## src/rtl/dut_addr_pkg.sv

```systemverilog
// dut_addr_pkg: register map addresses and CTRL bit positions
package dut_addr_pkg;
  localparam int ADDR_CTRL   = 0;
  localparam int ADDR_OFFSET = 1;
  localparam int ADDR_GP     = 2;
  localparam int ADDR_STATUS = 3;
  localparam int ADDR_COUNT  = 4;
  localparam int CTRL_OFS_EN = 0;
  localparam int CTRL_SAT_EN = 1;
endpackage

```

## src/rtl/addr_regfile.sv

```systemverilog
// addr_regfile: CTRL/OFFSET/GP/STATUS/COUNT storage with read, error and datapath strobes
module addr_regfile
  import dut_addr_pkg::*;
#(
  parameter int WIDTH  = 8,
  parameter int ADDR_W = 3
) (
  input  logic              clk,
  input  logic              reset_n,
  input  logic              req_valid,
  input  logic              wr_rd,
  input  logic [ADDR_W-1:0] addr,
  input  logic [WIDTH-1:0]  wdata,
  input  logic              ovf_set,
  input  logic              cnt_inc,
  output logic              ofs_en,
  output logic              sat_en,
  output logic [WIDTH-1:0]  offset,
  output logic [WIDTH-1:0]  rd_value,
  output logic              rd_valid,
  output logic              err
);
  logic [WIDTH-1:0] ctrl_q, ctrl_d, offset_q, offset_d, gp_q, gp_d, count_q, count_d;
  logic [WIDTH-1:0] rd_value_q, rd_value_d, rd_mux;
  logic             ovf_q, ovf_d, rd_valid_q, rd_valid_d, err_q, err_d, bad, wr;
  int               a;
  always_comb begin
    a          = int'(addr);
    bad        = a > ADDR_COUNT;
    wr         = req_valid & wr_rd & ~bad;
    rd_mux     = a == ADDR_CTRL   ? ctrl_q   :
                 a == ADDR_OFFSET ? offset_q :
                 a == ADDR_GP     ? gp_q     :
                 a == ADDR_STATUS ? WIDTH'(ovf_q) :
                 a == ADDR_COUNT  ? count_q  : '0;
    ctrl_d     = (wr && a == ADDR_CTRL)   ? wdata : ctrl_q;
    offset_d   = (wr && a == ADDR_OFFSET) ? wdata : offset_q;
    gp_d       = (wr && a == ADDR_GP)     ? wdata : gp_q;
    // a new overflow beats a simultaneous write-1-to-clear
    ovf_d      = ovf_set | (ovf_q & !(wr && a == ADDR_STATUS && wdata[0]));
    count_d    = (wr && a == ADDR_COUNT) ? '0 : count_q + WIDTH'(cnt_inc);
    rd_valid_d = req_valid & ~wr_rd;
    rd_value_d = rd_valid_d ? rd_mux : rd_value_q;
    err_d      = req_valid & bad;
  end
  always_ff @(posedge clk or negedge reset_n) begin
    if (!reset_n) begin
      ctrl_q     <= '0;
      offset_q   <= '0;
      gp_q       <= '0;
      count_q    <= '0;
      ovf_q      <= 1'b0;
      rd_value_q <= '0;
      rd_valid_q <= 1'b0;
      err_q      <= 1'b0;
    end else begin
      ctrl_q     <= ctrl_d;
      offset_q   <= offset_d;
      gp_q       <= gp_d;
      count_q    <= count_d;
      ovf_q      <= ovf_d;
      rd_value_q <= rd_value_d;
      rd_valid_q <= rd_valid_d;
      err_q      <= err_d;
    end
  end
  assign ofs_en   = ctrl_q[CTRL_OFS_EN];
  assign sat_en   = ctrl_q[CTRL_SAT_EN];
  assign offset   = offset_q;
  assign rd_value = rd_value_q;
  assign rd_valid = rd_valid_q;
  assign err      = err_q;
endmodule

```

## src/rtl/one_bit_full_adder.sv

```systemverilog
// one_bit_full_adder: single-bit sum and carry cell for the ripple chains
module one_bit_full_adder (
  input  logic a,
  input  logic b,
  input  logic ci,
  output logic s,
  output logic co
);
  assign s  = a ^ b ^ ci;
  assign co = (a & b) | (ci & (a ^ b));
endmodule

```

## src/rtl/dut_nbit_addr_cfg.sv

```systemverilog
// dut_nbit_addr_cfg: 2-stage a+b+c_in adder with optional offset and saturation, plus register bank
module dut_nbit_addr_cfg
  import dut_addr_pkg::*;
#(
  parameter int WIDTH  = 8,
  parameter int ADDR_W = 3
) (
  input  logic              clk,
  input  logic              reset_n,
  input  logic              Data_val,
  input  logic [WIDTH-1:0]  Value_a,
  input  logic [WIDTH-1:0]  Value_b,
  input  logic              c_in,
  input  logic [ADDR_W-1:0] Des_address,
  input  logic [WIDTH-1:0]  Des_value,
  input  logic              Des_req_valid,
  input  logic              Des_wr_rd,
  output logic [WIDTH-1:0]  Sum_result,
  output logic              Sum_carry,
  output logic              Data_ready,
  output logic [WIDTH-1:0]  Des_rd_value,
  output logic              Des_rd_valid,
  output logic              Des_err
);
  logic             v1_q, v1_d, cin1_q, cin1_d, ofs_en1_q, ofs_en1_d, sat_en1_q, sat_en1_d;
  logic [WIDTH-1:0] a1_q, a1_d, b1_q, b1_d, ofs1_q, ofs1_d, sum_q, sum_d;
  logic             carry_q, carry_d, ready_q, ready_d;
  logic [WIDTH-1:0] addend, s1, s2, offset;
  logic [WIDTH:0]   k1, k2;
  logic             ovf, ofs_en, sat_en;
  addr_regfile #(.WIDTH(WIDTH), .ADDR_W(ADDR_W)) u_regs (
    .clk      (clk),
    .reset_n  (reset_n),
    .req_valid(Des_req_valid),
    .wr_rd    (Des_wr_rd),
    .addr     (Des_address),
    .wdata    (Des_value),
    .ovf_set  (v1_q & ovf),
    .cnt_inc  (v1_q),
    .ofs_en   (ofs_en),
    .sat_en   (sat_en),
    .offset   (offset),
    .rd_value (Des_rd_value),
    .rd_valid (Des_rd_valid),
    .err      (Des_err)
  );
  assign k1[0]  = cin1_q;
  assign k2[0]  = 1'b0;
  assign addend = ofs_en1_q ? ofs1_q : '0;
  assign ovf    = k1[WIDTH] | k2[WIDTH];
  for (genvar i = 0; i < WIDTH; i++) begin : g_sum
    one_bit_full_adder u_fa (.a(a1_q[i]), .b(b1_q[i]), .ci(k1[i]), .s(s1[i]), .co(k1[i+1]));
  end
  for (genvar i = 0; i < WIDTH; i++) begin : g_ofs
    one_bit_full_adder u_fa (.a(s1[i]), .b(addend[i]), .ci(k2[i]), .s(s2[i]), .co(k2[i+1]));
  end
  // stage 1 snapshots the config so a write on the capture edge only affects later operands
  always_comb begin
    v1_d      = Data_val;
    a1_d      = Data_val ? Value_a : a1_q;
    b1_d      = Data_val ? Value_b : b1_q;
    cin1_d    = Data_val ? c_in : cin1_q;
    ofs1_d    = Data_val ? offset : ofs1_q;
    ofs_en1_d = Data_val ? ofs_en : ofs_en1_q;
    sat_en1_d = Data_val ? sat_en : sat_en1_q;
    sum_d     = v1_q ? ((sat_en1_q & ovf) ? '1 : s2) : sum_q;
    carry_d   = v1_q ? ovf : carry_q;
    ready_d   = v1_q;
  end
  always_ff @(posedge clk or negedge reset_n) begin
    if (!reset_n) begin
      v1_q      <= 1'b0;
      a1_q      <= '0;
      b1_q      <= '0;
      cin1_q    <= 1'b0;
      ofs1_q    <= '0;
      ofs_en1_q <= 1'b0;
      sat_en1_q <= 1'b0;
      sum_q     <= '0;
      carry_q   <= 1'b0;
      ready_q   <= 1'b0;
    end else begin
      v1_q      <= v1_d;
      a1_q      <= a1_d;
      b1_q      <= b1_d;
      cin1_q    <= cin1_d;
      ofs1_q    <= ofs1_d;
      ofs_en1_q <= ofs_en1_d;
      sat_en1_q <= sat_en1_d;
      sum_q     <= sum_d;
      carry_q   <= carry_d;
      ready_q   <= ready_d;
    end
  end
  assign Sum_result = sum_q;
  assign Sum_carry  = carry_q;
  assign Data_ready = ready_q;
endmodule

```

## config.mk

```make
export PLATFORM = sky130hd
export DESIGN_NAME = dut_nbit_addr_cfg
export DESIGN_NICKNAME = d
export VERILOG_FILES = /design/src/rtl/dut_addr_pkg.sv /design/src/rtl/addr_regfile.sv /design/src/rtl/one_bit_full_adder.sv /design/src/rtl/dut_nbit_addr_cfg.sv
export SDC_FILE = /design/constraint.sdc
export NUM_CORES = 1
export LEC_CHECK = 0
export BUFFER_PORTS_ARGS = -buffer_cell sky130_fd_sc_hd__buf_2
export CAP_MARGIN = 40
export CORE_UTILIZATION = 51
export CTS_CLUSTER_SIZE = 10
export DETAILED_ROUTE_END_ITERATION = 8
export HOLD_SLACK_MARGIN = 0.08
export PLACE_DENSITY_LB_ADDON = 0.15
export SETUP_SLACK_MARGIN = 0.1
export SYNTH_ARGS = -nofsm -noshare
export SYNTH_HDL_FRONTEND = slang
export SYNTH_SLANG_ARGS = --single-unit
```

## constraint.sdc

```tcl
create_clock -name clk -period 4.7 [get_ports clk]
set_clock_uncertainty 0.1 [all_clocks]
set_input_delay 1.175 -clock clk [delete_from_list [all_inputs] [get_ports clk]]
set_output_delay 1.175 -clock clk [all_outputs]
set_load 0.01 [all_outputs]
```

; ---- After elaboration in Yosys (flattened, before gate mapping)
; Cells that the tools add are included.
[classes]
n_addsub = 1
muxes = 8
n_eq_ne = 4
magnitude_cmp = 1
bitwise_logic = 88
reduce_logical = 8
[ops]
columns = op, count
row1 = $mux W8, 8
row2 = $and A1 B1 Y1, 38
row3 = $xor A1 B1 Y1, 31
row4 = $or A1 B1 Y1, 17
row5 = $eq A3 B3 Y1 const B, 3
row6 = $add A8 B1 Y8, 1
row7 = $logic_and A1 B1 Y1, 6
row8 = $eq A3 B2 Y1 const B, 1
row9 = $gt A3 B3 Y1 const B, 1
row10 = $logic_not A3 Y1, 1
row11 = $not A1 Y1, 2
row12 = $logic_not A1 Y1, 1
[totals]
reg_bits = 81
out_inout_bits = 20
in_bits = 33

; ---- Depth between registers and ports, before layout
; Gate-level depths: netlist (run 1).
[depth]
depth_word = 22
ltp_mapped = 16
mapped_depth_nobuf = 16

; ---- Cells and area by module
; A second synthesis (run 1) with hierarchy kept.
[unflattened]
hier_cells = 273
area_unflattened_um2 = 3867.5
[modules_own_cells]
columns = module, instances, area_each_um2, cells_each
row1 = addr_regfile, 1, 1965.6, 150
row2 = dut_nbit_addr_cfg, 1, 1581.5, 107
row3 = one_bit_full_adder, 16, 20.0, 1

; ---- Worst setup path before layout (run 1)
; OpenSTA, ideal clock, no wires.
[synth_path]
kind = reg-to-reg
from = reg cin1_q
to = reg sum_q[5] (netlist: Sum_result[5])
t_required_ns = 4.479
synth_period_minus_slack_ns = 4.404
t_arrival_ns = 4.183
path_stages_with_launch = 15
setup_ns = 0.121
setup_slack_ns = 0.296
path_buffers = 0
path_cell_list = dfrtp_1 fa_1 inv_1 fa_1 fa_1 fa_1 fa_1 inv_1 fa_1 fa_1 fa_1 fa_1 o21ai_0 nand2_1 o22a_1
[synth_via]
elab_chain_len = 21
word_cells_on_any_way = 57
cone_classes = mux: 1 / bitwise: 56
[synth_lines]
columns = element, line
row1 = start: declaration, dut_nbit_addr_cfg.sv:25  ; logic v1_q, v1_d, cin1_q, cin1_d, ofs_en1_q, ofs_en1_d, sat_en1_q, sat_en1_d;
row2 = start signal: assignment, dut_nbit_addr_cfg.sv:86  ; cin1_q <= cin1_d;
row3 = $and A1 B1 Y1, one_bit_full_adder.sv:10  ; assign co = (a & b) | (ci & (a ^ b));
row4 = $or A1 B1 Y1, one_bit_full_adder.sv:10
row5 = $xor A1 B1 Y1 / $and A1 B1 Y1 (equally long branches), "one_bit_full_adder.sv:9, one_bit_full_adder.sv:10"
row6 = $xor A1 B1 Y1 / $or A1 B1 Y1 (equally long branches), one_bit_full_adder.sv:10
row7 = $and A1 B1 Y1 / $xor A1 B1 Y1 (equally long branches), "one_bit_full_adder.sv:10, one_bit_full_adder.sv:9"
row8 = $or A1 B1 Y1 / $xor A1 B1 Y1 (equally long branches), one_bit_full_adder.sv:10
row9 = $and A1 B1 Y1 / $xor A1 B1 Y1 (equally long branches), "one_bit_full_adder.sv:10, one_bit_full_adder.sv:9"
row10 = $or A1 B1 Y1 / $xor A1 B1 Y1 (equally long branches), one_bit_full_adder.sv:10
row11 = [... 5 more ...], --
row12 = $or A1 B1 Y1 / $xor A1 B1 Y1 (equally long branches), one_bit_full_adder.sv:10
row13 = $and A1 B1 Y1 / $xor A1 B1 Y1 (equally long branches), "one_bit_full_adder.sv:10, one_bit_full_adder.sv:9"
row14 = $or A1 B1 Y1 / $xor A1 B1 Y1 (equally long branches), one_bit_full_adder.sv:10
row15 = $and A1 B1 Y1, one_bit_full_adder.sv:10
row16 = $or A1 B1 Y1, one_bit_full_adder.sv:10
row17 = $or A1 B1 Y1, dut_nbit_addr_cfg.sv:50  ; assign ovf = k1[WIDTH] | k2[WIDTH];
row18 = $and A1 B1 Y1, dut_nbit_addr_cfg.sv:66  ; sum_d = v1_q ? ((sat_en1_q & ovf) ? '1 : s2) : sum_q;
row19 = $mux W8 (*), dut_nbit_addr_cfg.sv:66
row20 = end signal: assignment, dut_nbit_addr_cfg.sv:90  ; sum_q <= sum_d;
row21 = end: declaration, dut_nbit_addr_cfg.sv:26  ; logic [WIDTH-1:0] a1_q, a1_d, b1_q, b1_d, ofs1_q, ofs1_d, sum_q, sum_d;
; Every way passes the cells marked *; elsewhere a longest branch is shown, timed or not.
; A chain may end at the register's enable or synchronous reset.

; ---- Final worst setup path (run 1)
[layout_path]
from = reg cin1_q
to = reg sum_q[6] (netlist: Sum_result[6])
[layout_via]
elab_chain_len = 21
word_cells_on_any_way = 57
cone_classes = mux: 1 / bitwise: 56
[layout_lines]
columns = element, line
row1 = $and A1 B1 Y1, one_bit_full_adder.sv:10
row2 = $or A1 B1 Y1, one_bit_full_adder.sv:10
row3 = $xor A1 B1 Y1 / $and A1 B1 Y1 (equally long branches), "one_bit_full_adder.sv:9, one_bit_full_adder.sv:10"
row4 = $xor A1 B1 Y1 / $or A1 B1 Y1 (equally long branches), one_bit_full_adder.sv:10
row5 = $and A1 B1 Y1 / $xor A1 B1 Y1 (equally long branches), "one_bit_full_adder.sv:10, one_bit_full_adder.sv:9"
row6 = $or A1 B1 Y1 / $xor A1 B1 Y1 (equally long branches), one_bit_full_adder.sv:10
row7 = $and A1 B1 Y1 / $xor A1 B1 Y1 (equally long branches), "one_bit_full_adder.sv:10, one_bit_full_adder.sv:9"
row8 = $or A1 B1 Y1 / $xor A1 B1 Y1 (equally long branches), one_bit_full_adder.sv:10
row9 = [... 5 more ...], --
row10 = $or A1 B1 Y1 / $xor A1 B1 Y1 (equally long branches), "one_bit_full_adder.sv:10, one_bit_full_adder.sv:9"
row11 = $and A1 B1 Y1 / $xor A1 B1 Y1 (equally long branches), "one_bit_full_adder.sv:10, one_bit_full_adder.sv:9"
row12 = $or A1 B1 Y1 / $xor A1 B1 Y1 (equally long branches), one_bit_full_adder.sv:10
row13 = $and A1 B1 Y1, one_bit_full_adder.sv:10
row14 = $or A1 B1 Y1, one_bit_full_adder.sv:10
row15 = $or A1 B1 Y1, dut_nbit_addr_cfg.sv:50
row16 = $and A1 B1 Y1, dut_nbit_addr_cfg.sv:66
row17 = $mux W8 (*), dut_nbit_addr_cfg.sv:66
; Marks and branches as above.

==> results of run 1 <==
==> where the power goes <==
part | internal, mW | leakage (nW) | switching, mW
clock | 0.207 | 0.0887 | 0.256
combinational | 0.265 | 0.902 | 0.240
sequential | 0.863 | 0.972 | 0.119
total | 1.33 | 1.96 | 0.615
==> area by class of cell <==
cell class                 instances  area share (%)
sequential                        81           46.92
multi-input combinational        176           37.50
timing repair buffer              55           6.893
clock buffer                      10           3.186
tap                               99           2.867
inverter                          19           1.651
clock inverter                     6          0.9847
==> synthesized netlist by cell type, types with 7 or more instances <==
cell type / instances
mux2i_1: 8
mux2_2: 33
a22oi_1: 7
nand2_1: 19
o221ai_1: 7
inv_1: 19
mux2_4: 8
fa_1: 15
nor2_1: 8
clkbuf_1: 7
dfrtp_1: 81
o21ai_0: 16
o21a_1: 7
==> repair_timing <==
item | in CTS | in global routing
endpoints found under the hold margin | 0 | 0
gates resized for setup | 2 | 8
setup buffers | 1 | 0
setup endpoints to repair | 8 | 10
pin swaps | 0 | 6
hold buffers | 0 | 0
==> worst max-delay path, cell delays in order, from the launching register on <==
cell and delay [ns]:
dfrtp_1 0.38, fa_1 0.18, inv_1 0.05, fa_2 0.33
fa_2 0.34, fa_1 0.38, fa_1 0.38, inv_1 0.09
fa_1 0.44, fa_2 0.36, fa_2 0.36, fa_2 0.41
o21ai_2 0.18, nand2_2 0.10, o22a_1 0.21
==> routing by layer <==
metal	GRT usage [%]	vias to the layer above
li1	-	1106
met1	28.80	1165
met2	29.18	50
met3	3.205	10
met4	6.891	0
met5	0	-
==> through the flow <==
stage / hold slack, ns / setup WS (ns) / util, % / area (um^2)
6_report: 0.3896 / 0.3016 / 59.89 / 4320
5_1_grt: 0.4193 / 0.1320 / 59.89 / 4320
4_1_cts: 0.3932 / 0.1295 / 59.63 / 4302
3_5_place_dp: 0.3749 / 0.02617 / 56.99 / 4111
3_3_place_gp: 0.3688 / 0.1034 / 56.71 / 4091
2_1_floorplan: 0.3095 / 0.2960 / - / 3780
==> final timing paths <==
check	depth (start not counted)	startpoint	to
max	14	cin1_q	Sum_result[6]
min in group asynchronous	1	reset_n	u_regs.rd_value[2]
max in group asynchronous	2	reset_n	a1_q[1]
max reg2reg	14	cin1_q	Sum_result[6]
min	1	u_regs.rd_value[4]	u_regs.rd_value[4]
min reg2reg	1	u_regs.rd_value[4]	u_regs.rd_value[4]
==> logic make-up (layout without fill, tap and decap cells) <==
logic type | Yosys count | count (layout)
DFF | 81 | 81
and+or+nand+nor | 55 | 55
AOI/OAI and AO/OA | 50 | 50
muxes | 49 | 49
buffers and inverters | 35 | 90
adders and majority gates | 18 | 18
xor gates and xnor gates | 4 | 4
==> qor.csv, run 1 <==
stage,metric,value,unit
status,status,"finished, final reports clean",
yosys,ys_top_cells_by_area,"dfrtp_1 54%, mux2_2 9.8%, fa_1 7.9%, mux2_4 3.2%, mux2i_1 2.1%",
yosys,synth_top_area_share,53.62,%
clock_network,cts-root-buf,clkbuf_8,
detailed_routing,drc,0,
yosys,syn_area_per_cell,12.94,um^2
yosys,synth.distinct_cells,35,
finish,area_delta_synth_final,14.30,%
floorplanning,core_area,0.007214,mm^2
yosys,yosys-mux-area-fraction,15.13,%
finish,layout_common_cells,"81 x dfrtp_1, 51 x buf_2, 33 x mux2_2, 19 x inv_1, 18 x nand2_1",
pwr,finalPower,1.950,mW
detailed_routing,wl_met3,251,um
yosys,synth_compound_area_share,8.871,%
finish,instances_no_fill,446,
critical_path,path_class,flip-flop to flip-flop,
detailed_routing,dr.first_iter.drc_count,73,
global_route,grt_usage,19.45,%
detailed_routing,highest_layer,met4,
clock_network,cts_tree,yes,
detailed_routing,wl_met2,3237,um
yosys,yosysWarnings,0,
floorplanning,initial_utilization,52.39,%
floorplanning,die_x,88.09,um
finish,layout.area.seq,0.002027,mm^2
timing,hold_viol,0,
clock_network,clock-sinks,81,
floorplanning,die_area,0.007760,mm^2
critical_path,arrival,4.53,ns
yosys,synth_edf_count,0,
yosys,synthAdderAreaFrac,8.937,%
finish,drive_gt1_share,36.31,%
timing,fin_setup_tns,0,ns
floorplanning,num_io_pins,53,
global_route,grt_pass1_vias,2264,
place,gp_congestion,0.8253,
critical_path,required,4.84,ns
finish,final_common_cell,dfrtp_1,
yosys,ys_seq_elements,81,
critical_path,critPathLaunchType,flip-flop,
global_route,overflow,0,
detailed_routing,firstDrtPassIters,4,
critical_path,worstSetupEndpointType,flip-flop,
pwr,power_density,451.3,mW/mm^2
global_route,grt_max_degree,44,
yosys,synth_top_family_by_area,multiplexers,
critical_path,reg2reg_slack,0.30,ns
floorplanning,die_h,88.09,um
yosys,netlist_area,0.003780,mm^2
detailed_routing,avgViaCountPerCell,5.226,
yosys,netlist_instances,292,
clock_network,clk_pin_slew,0.08,ns
critical_path,crit_fanout,4,
finish,diodes,0,
yosys,synth_fp_nets,343,
clock_network,clock_latency,0.34,ns
clock_network,htreeDepth,3,
timing,finalCriticalPeriod,4.398,ns
clock_network,cts.path.max_buffers,2,
yosys,synth-seq-area-share,53.62,%
detailed_routing,routedWlPerCell,15.49,um
yosys,synth_xor_xnor_area_share,0.9268,%
timing,slew_violations,0,
finish,fin_nets,393,
detailed_routing,wirelength,6908,um
timing,grt_setup_unrepaired,false,
pwr,vdd_drop_max,0.0002139,V
finish,num-fill-cells,624,
run,maxCapViolCount,0,
yosys,yosysTopAreaCell,dfrtp_1,
place,dp_cells,429,
global_route,antenna_found_initial,0,
timing,setup_violations,0,
yosys,async_flop_share,100.0,%
worst_hold_path,hold_path_class,flip-flop to flip-flop,
place,hpwl,5010,um
pwr,p_leak,1.963,nW
timing,tightest_slew,0.7113,ns
yosys,synth-simple-area-share,8.441,%
detailed_routing,wl_met1,3314,um
finish,multi_input_area,0.001620,mm^2
timing,fmax,0.2274,GHz
place,io_buffers,52,
detailed_routing,drtAntennaViolNets,0,
detailed_routing,vias,2331,
timing,relSlewSlack,52.46,%
floorplanning,rows,31,
yosys,ys.flop_type,dfrtp_1,
global_route,grt_first_pass_wirelength,11240,um
clock_network,cts_inserted_buffers,9,
timing,min_period_over_period,93.58,%
Note: power is estimated with default switching activity, not from simulation.
==> run 2: changes to the inputs <==
==> constraint.sdc (replaced) <==
create_clock -name clk -period 4.7 [get_ports clk]
set_clock_uncertainty 0.1 [all_clocks]
set_input_delay 0 -clock clk [delete_from_list [all_inputs] [get_ports clk]]
set_output_delay 0 -clock clk [all_outputs]
set_load 0.01 [all_outputs]
==> run 2 against run 1 <==
  * Die area stayed put
  * First-iteration DRC count fell by 8.2%
  * Hold slack lost 0.32 ns
  * Core utilization grew 4.4 points
  * Total power up 1.2%
  * Critical path depth unchanged
  * Largest cell class unchanged
==> qor.csv, run 2 (synthesis gave the netlist of run 1 again) <==
stage,metric,value,unit,change
status,status,"finished, final reports clean",,
critical_path,path_class,flip-flop to flip-flop,,
timing,tightest_slew,0.7113,ns,+0.000004709 ns
detailed_routing,drc,0,,unchanged
timing,fin_setup_tns,0,ns,unchanged
floorplanning,die_h,88.09,um,unchanged
timing,slew_violations,0,,unchanged
timing,relSlewSlack,52.46,%,about the same
clock_network,clk_pin_slew,0.08,ns,about the same
floorplanning,core_area,0.007214,mm^2,unchanged
global_route,overflow,0,,unchanged
clock_network,clock_latency,0.34,ns,about the same
place,io_buffers,52,,unchanged
finish,drive_gt1_share,33.25,%,-3.1 points
clock_network,clock-sinks,81,,unchanged
floorplanning,die_area,0.007760,mm^2,unchanged
pwr,vdd_drop_max,0.0002169,V,+1.4%
timing,hold_viol,0,,unchanged
floorplanning,rows,31,,unchanged
floorplanning,num_io_pins,53,,unchanged
clock_network,cts_tree,yes,,
place,gp_congestion,0.8253,,unchanged
global_route,grt_first_pass_wirelength,11850,um,+5.5%
finish,layout_common_cells,"81 x dfrtp_1, 51 x buf_2, 33 x mux2_2, 32 x dlygate4sd3_1, 19 x inv_1",,
finish,fin_nets,425,,+8.1%
detailed_routing,wl_met3,279,um,+11%
pwr,power_density,425.1,mW/mm^2,-5.8%
global_route,grt_pass1_vias,2401,,+6.1%
global_route,grt_usage,20.53,%,+1.1 points
finish,area_delta_synth_final,22.77,%,
floorplanning,initial_utilization,52.39,%,unchanged
detailed_routing,firstDrtPassIters,4,,unchanged
timing,hold_slack,0.06768,ns,-0.3219 ns
detailed_routing,highest_layer,met4,,
critical_path,crit_fanout,4,,unchanged
run,maxCapViolCount,0,,unchanged
critical_path,arrival,4.53,ns,about the same
detailed_routing,wirelength,7285,um,+5.5%
global_route,grt_max_degree,44,,unchanged
floorplanning,die_x,88.09,um,unchanged
clock_network,cts.path.max_buffers,2,,unchanged
finish,final_common_cell,dfrtp_1,,
detailed_routing,routedWlPerCell,15.24,um,-1.6%
worst_hold_path,hold_path_class,input pin to async pin,,
timing,fmax,0.2276,GHz,+0.12%
critical_path,critPathLaunchType,flip-flop,,
place,placed_cell_area,0.004111,mm^2,unchanged
timing,finalCriticalPeriod,4.393,ns,-0.005128 ns
clock_network,cts-root-buf,clkbuf_8,,
timing,grt_setup_unrepaired,false,,
detailed_routing,wl_met1,3418,um,+3.1%
clock_network,cts_inserted_buffers,9,,unchanged
timing,min_period_over_period,93.47,%,-0.11 points
place,hpwl,5010,um,unchanged
finish,fin_area,0.004641,mm^2,+7.4%
clock_network,htreeDepth,3,,unchanged
detailed_routing,dr.first_iter.drc_count,67,,-8.2%
detailed_routing,drtAntennaViolNets,0,,unchanged
detailed_routing,wl_met2,3484,um,+7.6%
detailed_routing,avgViaCountPerCell,5.113,,-2.2%
critical_path,worstSetupEndpointType,flip-flop,,
critical_path,required,4.83,ns,about the same
global_route,antenna_found_initial,0,,unchanged
timing,setup_violations,0,,unchanged
pwr,p_leak,2.099,nW,+7.0%
detailed_routing,vias,2444,,+4.8%
finish,diodes,0,,unchanged
==> run 2: changes by cell type in the layout (fill, tap and decap cells not counted) <==
cell | previous run | this run
dlygate4sd3_1 | 0 | 32
==> run 2: final timing paths <==
kind | start | to | slack, ns | depth (start not counted)
worst max-delay path | cin1_q | Sum_result[6] | 0.31 | 14
worst max register to register | cin1_q | Sum_result[6] | 0.31 | 14
worst min-delay path | reset_n | u_regs.rd_value[7] | 0.07 | 2
min in group clk | Des_address[2] | u_regs.count_q[7] | 0.11 | 3
worst min register to register | u_regs.rd_value[6] | u_regs.rd_value[6] | 0.39 | 1
max in group asynchronous | reset_n | ofs1_q[3] | 3.84 | 3
==> run 2: worst max-delay path: stages, from the launching register on <==
cell and delay, ns:
dfrtp_1 0.37, fa_1 0.18, inv_1 0.05, fa_2 0.33, fa_2 0.34, fa_1 0.38, fa_1 0.38, inv_1 0.09
fa_1 0.44, fa_2 0.36, fa_2 0.36, fa_2 0.41, o21ai_2 0.18, nand2_2 0.10, o22a_1 0.21
==> run 2: what timing repair did <==
action                     CTS  global route
setup buffers                1             0
hold buffers                32             0
gates cloned                 0             0
hold endpoints to repair   130             0
gates resized for setup      2             8
setup endpoints to repair    8            10
pin swaps                    0             6
==> run 2: final cells by class <==
type | count | area [um^2]
clock buffer | 10 | 137.6
clock inverter | 6 | 42.54
fill | 597 | 2574
inverter | 19 | 71.32
multi-input combinational | 176 | 1620
sequential | 81 | 2027
tap | 99 | 123.9
timing repair buffer | 87 | 618.1
==> run 2: routing by layer <==
metal  vias up  global-route usage, %
li1       1169                      -
met3        10                  3.205
met4         0                  6.891
met1      1210                  30.02
met5         -                      0
met2        55                  31.57
==> run 2: power breakdown <==
part           switching, mW  total (mW)  internal, mW
Clock                  0.258       0.465         0.207
Combinational          0.244       0.526         0.282
Sequential             0.119       0.982         0.863
==> run 2: metrics by stage <==
step	total power, mW	util (%)	setup WS, ns	std cells
3_3_place_gp	1.467	56.71	0.1034	428
6_report	1.973	64.33	0.3067	478
4_1_cts	1.980	64.07	0.1295	478
3_5_place_dp	1.494	56.99	0.02617	429
5_1_grt	2.103	64.33	0.1360	478
2_1_floorplan	1.303	-	0.2960	292
